===== src/rtl/am_sample_scheduler_if.sv =====
// rtl/am_sample_scheduler_if.sv - FIFO-read bus shared by the two sample sources and the modulator
interface am_sample_scheduler_if #(
    parameter int SAMPLE_WIDTH = 8
);
    logic [SAMPLE_WIDTH-1:0] a_data;
    logic                    a_empty;
    logic                    a_rd;
    logic [SAMPLE_WIDTH-1:0] b_data;
    logic                    b_empty;
    logic                    b_rd;
    logic [SAMPLE_WIDTH-1:0] mod_sample;
    logic                    mod_empty;
    logic                    mod_read;
    logic                    mod_src;

    modport master (
        input  a_data, a_empty, b_data, b_empty, mod_read,
        output a_rd, b_rd, mod_sample, mod_empty, mod_src
    );

    modport slave (
        output a_data, a_empty, b_data, b_empty, mod_read,
        input  a_rd, b_rd, mod_sample, mod_empty, mod_src
    );
endinterface


===== src/rtl/am_sample_scheduler.sv =====
// rtl/am_sample_scheduler.sv - per-sample A/B source scheduler presenting a depth-1 FIFO to the modulator
module am_sample_scheduler #(
    parameter int SAMPLE_WIDTH   = 8,
    parameter int UNDERRUN_WIDTH = 16
) (
    input  logic                      clk,
    input  logic                      rst,
    input  logic                      enable,
    input  logic [1:0]                mode,
    am_sample_scheduler_if.master     bus,
    output logic [UNDERRUN_WIDTH-1:0] underrun_count
);

    typedef enum logic [1:0] {IDLE, REQ, CAP, FULL} state_t;

    state_t                  state, next_state;
    logic                    a_rd_q, b_rd_q;
    logic [SAMPLE_WIDTH-1:0] stage_data;
    logic                    stage_valid;
    logic                    grant;
    logic                    last_grant;
    logic                    starve_d;
    logic [SAMPLE_WIDTH-1:0] mod_sample_q;
    logic                    mod_src_q;
    logic [UNDERRUN_WIDTH-1:0] underrun_q;

    logic pick_ok, pick_src, starve;

    // Source selection is only consumed while in IDLE.
    always_comb begin
        pick_ok  = 1'b0;
        pick_src = 1'b0;
        case (mode)
            2'd0: begin
                pick_ok  = ~bus.a_empty;
                pick_src = 1'b0;
            end
            2'd1: begin
                pick_ok  = ~bus.b_empty;
                pick_src = 1'b1;
            end
            2'd2: begin
                if (last_grant ? ~bus.a_empty : ~bus.b_empty) begin
                    pick_ok  = 1'b1;
                    pick_src = ~last_grant;
                end else if (last_grant ? ~bus.b_empty : ~bus.a_empty) begin
                    pick_ok  = 1'b1;
                    pick_src = last_grant;
                end
            end
            default: begin
                if (~bus.a_empty) begin
                    pick_ok  = 1'b1;
                    pick_src = 1'b0;
                end else if (~bus.b_empty) begin
                    pick_ok  = 1'b1;
                    pick_src = 1'b1;
                end
            end
        endcase
    end

    always_comb begin
        next_state = state;
        starve     = 1'b0;
        case (state)
            IDLE: begin
                starve = enable & ~pick_ok;
                if (enable && pick_ok) next_state = REQ;
            end
            REQ:  next_state = CAP;
            CAP:  next_state = FULL;
            FULL: if (bus.mod_read) next_state = IDLE;
            default: next_state = IDLE;
        endcase
    end

    always_ff @(posedge clk) begin
        if (rst) begin
            state        <= IDLE;
            a_rd_q       <= 1'b0;
            b_rd_q       <= 1'b0;
            stage_data   <= '0;
            stage_valid  <= 1'b0;
            grant        <= 1'b0;
            last_grant   <= 1'b1;
            starve_d     <= 1'b0;
            mod_sample_q <= '0;
            mod_src_q    <= 1'b0;
            underrun_q   <= '0;
        end else begin
            state    <= next_state;
            starve_d <= starve;
            a_rd_q   <= 1'b0;
            b_rd_q   <= 1'b0;
            if (state == IDLE && next_state == REQ) begin
                grant  <= pick_src;
                a_rd_q <= ~pick_src;
                b_rd_q <= pick_src;
            end
            // Source FIFOs are non-FWFT: data is valid the cycle after the rd pulse.
            if (state == CAP) begin
                stage_data  <= grant ? bus.b_data : bus.a_data;
                stage_valid <= 1'b1;
                last_grant  <= grant;
            end
            if (state == FULL && bus.mod_read) begin
                mod_sample_q <= stage_data;
                mod_src_q    <= grant;
                stage_valid  <= 1'b0;
            end
            if (starve && !starve_d && underrun_q != {UNDERRUN_WIDTH{1'b1}})
                underrun_q <= underrun_q + 1'b1;
        end
    end

    assign bus.a_rd       = a_rd_q;
    assign bus.b_rd       = b_rd_q;
    assign bus.mod_sample = mod_sample_q;
    assign bus.mod_empty  = ~stage_valid;
    assign bus.mod_src    = mod_src_q;
    assign underrun_count = underrun_q;

endmodule


===== src/flat_wrapper.sv =====
// flat-port wrapper written by rule: the top's interface ports become plain ports
module am_sample_scheduler_flat 
#(
    parameter int SAMPLE_WIDTH   = 8,
    parameter int UNDERRUN_WIDTH = 16
)
  (clk, rst, enable, mode, underrun_count, bus_a_data, bus_a_empty, bus_b_data, bus_b_empty, bus_mod_read, bus_a_rd, bus_b_rd, bus_mod_sample, bus_mod_empty, bus_mod_src);
  am_sample_scheduler_if #(.SAMPLE_WIDTH(SAMPLE_WIDTH)) bus_i ();
  input  logic clk;
  input  logic rst;
  input  logic enable;
  input  logic [1:0] mode;
  output logic [UNDERRUN_WIDTH-1:0] underrun_count;
  input wire logic [$bits(bus_i.a_data)-1:0] bus_a_data;
  input wire logic [$bits(bus_i.a_empty)-1:0] bus_a_empty;
  input wire logic [$bits(bus_i.b_data)-1:0] bus_b_data;
  input wire logic [$bits(bus_i.b_empty)-1:0] bus_b_empty;
  input wire logic [$bits(bus_i.mod_read)-1:0] bus_mod_read;
  output wire logic [$bits(bus_i.a_rd)-1:0] bus_a_rd;
  output wire logic [$bits(bus_i.b_rd)-1:0] bus_b_rd;
  output wire logic [$bits(bus_i.mod_sample)-1:0] bus_mod_sample;
  output wire logic [$bits(bus_i.mod_empty)-1:0] bus_mod_empty;
  output wire logic [$bits(bus_i.mod_src)-1:0] bus_mod_src;
  assign bus_i.a_data = bus_a_data;
  assign bus_i.a_empty = bus_a_empty;
  assign bus_i.b_data = bus_b_data;
  assign bus_i.b_empty = bus_b_empty;
  assign bus_i.mod_read = bus_mod_read;
  assign bus_a_rd = bus_i.a_rd;
  assign bus_b_rd = bus_i.b_rd;
  assign bus_mod_sample = bus_i.mod_sample;
  assign bus_mod_empty = bus_i.mod_empty;
  assign bus_mod_src = bus_i.mod_src;
  am_sample_scheduler #(.SAMPLE_WIDTH(SAMPLE_WIDTH), .UNDERRUN_WIDTH(UNDERRUN_WIDTH)) u_core (.clk(clk), .rst(rst), .enable(enable), .mode(mode), .bus(bus_i), .underrun_count(underrun_count));
endmodule

===== config.mk =====
export PLATFORM = sky130hd
export DESIGN_NAME = am_sample_scheduler_flat
export DESIGN_NICKNAME = d
export VERILOG_FILES = /design/src/rtl/am_sample_scheduler_if.sv /design/src/rtl/am_sample_scheduler.sv /design/src/flat_wrapper.sv
export SDC_FILE = /design/constraint.sdc
export NUM_CORES = 1
export LEC_CHECK = 0
export BUFFER_PORTS_ARGS = -buffer_cell sky130_fd_sc_hd__buf_2
export CELL_PAD_IN_SITES_DETAIL_PLACEMENT = 1
export CELL_PAD_IN_SITES_GLOBAL_PLACEMENT = 2
export CORE_AREA = 2 2 83 85
export CTS_CLUSTER_DIAMETER = 60
export DETAILED_ROUTE_END_ITERATION = 6
export DIE_AREA = 0 0 85 87
export PLACE_DENSITY_LB_ADDON = 0.3
export SYNTH_ARGS = -nofsm -noshare
export SYNTH_HDL_FRONTEND = slang
export SYNTH_SLANG_ARGS = --single-unit

===== constraint.sdc =====
create_clock -name clk -period 2.6 [get_ports clk]
set_clock_uncertainty 0.15 [all_clocks]
set_input_delay 0.26 -clock clk [delete_from_list [all_inputs] [get_ports clk]]
set_output_delay 0.26 -clock clk [all_outputs]
set_load 0.005 [all_outputs]

==> results.toml <==
[timing]
period_utilisation_layout_pct = 80.0
final_max_slew_viol_count = 0
final.min_clock_period_ps = 2080
timing.final.setup_violations = 0
rsz_0062_raised_after_global_routing = "false"
setup-tns-final_ps = 0
tightestPinTransition_ps = 747
report.final.hold_viol_count = 0
max_clock_freq_mhz = 481
maxSlewHeadroom_pct = 50.2

[outcome]
status = "complete, no violations"

[final_layout]
final_area_um2 = 2260
finish.net_count = 288
multi_input_comb_area_um2 = 938
post_route_cells_drive_above_1_share_pct = 25.8
seqCellArea_um2 = 821
ant_cells = 0
area_growth_from_synthesis_to_layout_pct = 24.4
final.fill_count = 792

[die]
starting_utilization_of_the_core_area_pct = 27.7
floorplan.die.width_um = 85
fp.dieArea_um2 = 7400
die_h_um = 87
core_area_um2 = 6570
i_o_pin_count = 52
floorplan.rows = 30

[global_route]
largest_net_degree_at_the_start_of_global_routing = 29
grt_remaining_overflow = 0
first_global_vias = 1680
grt.total_usage_pct = 13.2
grt_antenna_before_repair = 0
grt_first_pass_wirelength_um = 7950

[worst_setup_path]
timing_worst_setup_path_type = "flop to flop"
critPathLaunchType = "flop"
worst_path_required_time_ps = 2670
timing.critical_path.fanout_max = 7
crit_end_category = "flop"
cp.arrival_ps = 2150

[routing]
finalWirelength_um = 4600
initialDrtViolationCount = 50
drt_drc = 0
detailedRoute.firstPassIterationCount = 3
viasPerCell = 4.94
routed_wire_length_per_instance_um = 13.4
vias = 1698
detail-route-antenna-nets = 0

[power_and_ir_drop]
power.total_mw = 1.25
cellPowerDensity_nw_per_um2 = 552
power.static_leakage_nw = 0.869
worst_ir_drop_vdd_mv = 0.222

[job]
drv_cap = 0

[synth]
share_of_yosys_cell_area_claimed_by_the_top_area_cell_type_pct = 45.1
synth.cell_area_um2 = 1820
synth-edff-count = 0
synth_top_cells_by_area = "dfxtp_1 45%, mux2i_1 5.5%, nand2_1 4.9%, nor2_1 4.3%, a21oi_1 4.1%"
ys.flop_type = "dfxtp_1"
postSynth.asyncResetShare_pct = 0
synth.yosys.seq_area_share_pct = 45.1
synth_top_cell_by_area = "dfxtp_1"
synth_area_per_cell_um2 = 8.63
synth-seq-cells = 41
synthCells = 211
ys.warnings.count = 0
synthDistinctLibCells = 39
mappedNetlistNets = 236

[place]
placed_cell_area_um2 = 2170
gp_congestion = 0.717
port_buffers = 51
dp_hpwl_um = 3380

[clock_network]
clkSlewWorstSetupHoldPaths_ps = 90
cts_tree = "yes"
tritoncts.num_buffers = 5
clock_latency_ps = 290
post_cts.resized_instances = 0
postCtsSetupBuffers = 0
ctsHoldBuffers = 0
clock-root-buffer = "clkbuf_8"
ctsHtreeMaxLevel = 2
clk_path_buf_depth = 2
cts.sinks = 41

[hold_path]
worstHoldPathType = "input port to flop"
stage by stage:
step,hold WS (ps),setup WS (ps),util (%),instances
after floorplan,282,662,-,211
after global placement,289,528,33.0,336
after detailed placement,293,503,33.0,336
after CTS,141,504,34.5,344
after global routing,157,370,34.5,344
final,148,520,34.5,344
cells in the mapped netlist, drive strengths merged (2+ instances only):
master / instances
dfxtp: 41
nand3: 6
nor2b: 8
buf: 2
a211oi: 9
o21bai: 2
nor4: 5
or3b: 2
clkbuf: 9
a21oi: 15
and3: 2
nor3: 7
nand4: 10
nand2: 24
mux2i: 10
xnor2: 7
nor2: 21
a31o: 2
o21ai: 5
inv: 5
or3: 3
final cells by class:
| type | instances | share of cell area [%] |
|---|---|---|
| Tap cell | 80 | 4.42 |
| Clock inverter | 3 | 1.10 |
| Inverter | 5 | 0.829 |
| Clock buffer | 5 | 3.04 |
| Multi-Input combinational cell | 154 | 41.4 |
| Sequential cell | 41 | 36.2 |
| Timing Repair Buffer | 56 | 12.9 |
placed cells by master (no fill, tap or decap), types with 2 or more instances in the layout:
| cell type | Yosys | layout |
|---|---|---|
| nand3_1 | 6 | 6 |
| clkbuf_8 | 0 | 5 |
| mux2i_1 | 10 | 10 |
| nor3_1 | 7 | 7 |
| nor2_1 | 21 | 21 |
| buf_2 | 1 | 51 |
| dfxtp_1 | 41 | 41 |
| xnor2_1 | 7 | 7 |
| inv_1 | 5 | 5 |
| nand2_1 | 24 | 24 |
| a21oi_1 | 15 | 15 |
| inv_6 | 0 | 2 |
| and3_1 | 2 | 2 |
| or3_1 | 3 | 3 |
| nor4_1 | 5 | 5 |
| o21ai_0 | 5 | 5 |
| o21bai_1 | 2 | 2 |
| a31o_2 | 2 | 2 |
| nor2b_1 | 8 | 8 |
| nand4_1 | 10 | 10 |
| a211oi_1 | 9 | 9 |
| buf_4 | 0 | 5 |
worst max-delay path, cell delays in order (launching register included):
cell and delay (ps):
dfxtp_1 430, ha_1 260, nand4b_1 150, nor2_1 100
or3b_1 440, or3_1 340, a21oi_1 140
path summary, 6_finish.rpt:
path                                               start                  endpoint  slack (ps)  cells after the start
worst max-delay path            u_core.underrun_count[0]  u_core.underrun_count[6]         520                      6
worst min-delay path                       bus_a_data[0]      u_core.stage_data[0]         150                      3
worst max register to register  u_core.underrun_count[0]  u_core.underrun_count[6]         520                      6
worst min register to register  u_core.bus.mod_sample[0]  u_core.bus.mod_sample[0]         310                      2
per-layer routing:
metal	wire (µm)	vias to the layer above	global-route usage (%)	part of all wire (%)
li1	-	859	-	-
met1	2120	801	16.2	46
met2	2180	36	22.5	47
met3	268	2	3.98	5.8
met4	31	0	3.46	0.67
met5	0	-	0	0
cell families (layout without fill, tap and decap cells):
| family | Yosys count | after routing | synth area share, % |
|---|---|---|---|
| flops | 41 | 41 | 45.1 |
| xor+xnor | 8 | 8 | 3.85 |
| mux | 10 | 10 | 5.50 |
| fa+ha+maj | 1 | 1 | 0.687 |
| compound gates | 40 | 40 | 14.5 |
| buf+inv | 16 | 69 | 3.37 |
| simple gates | 95 | 95 | 27.0 |
power by group:
part           switching [mW]  total (mW)  internal (mW)
sequential             0.0208       0.674          0.653
combinational          0.0697       0.132         0.0627
clock                   0.248       0.444          0.196
total                   0.338        1.25          0.912
flip-flops by register name (all words and copies together) (netlist names):
| name | count |
|---|---|
| u_core.bus.a_rd | 1 |
| u_core.bus.b_rd | 1 |
| u_core.bus.mod_sample | 8 |
| u_core.bus.mod_src | 1 |
| u_core.grant | 1 |
| u_core.last_grant | 1 |
| u_core.stage_data | 8 |
| u_core.stage_valid | 1 |
| u_core.starve_d | 1 |
| u_core.state | 2 |
| u_core.underrun_count | 16 |
Note: power is estimated with default switching activity, not from simulation.
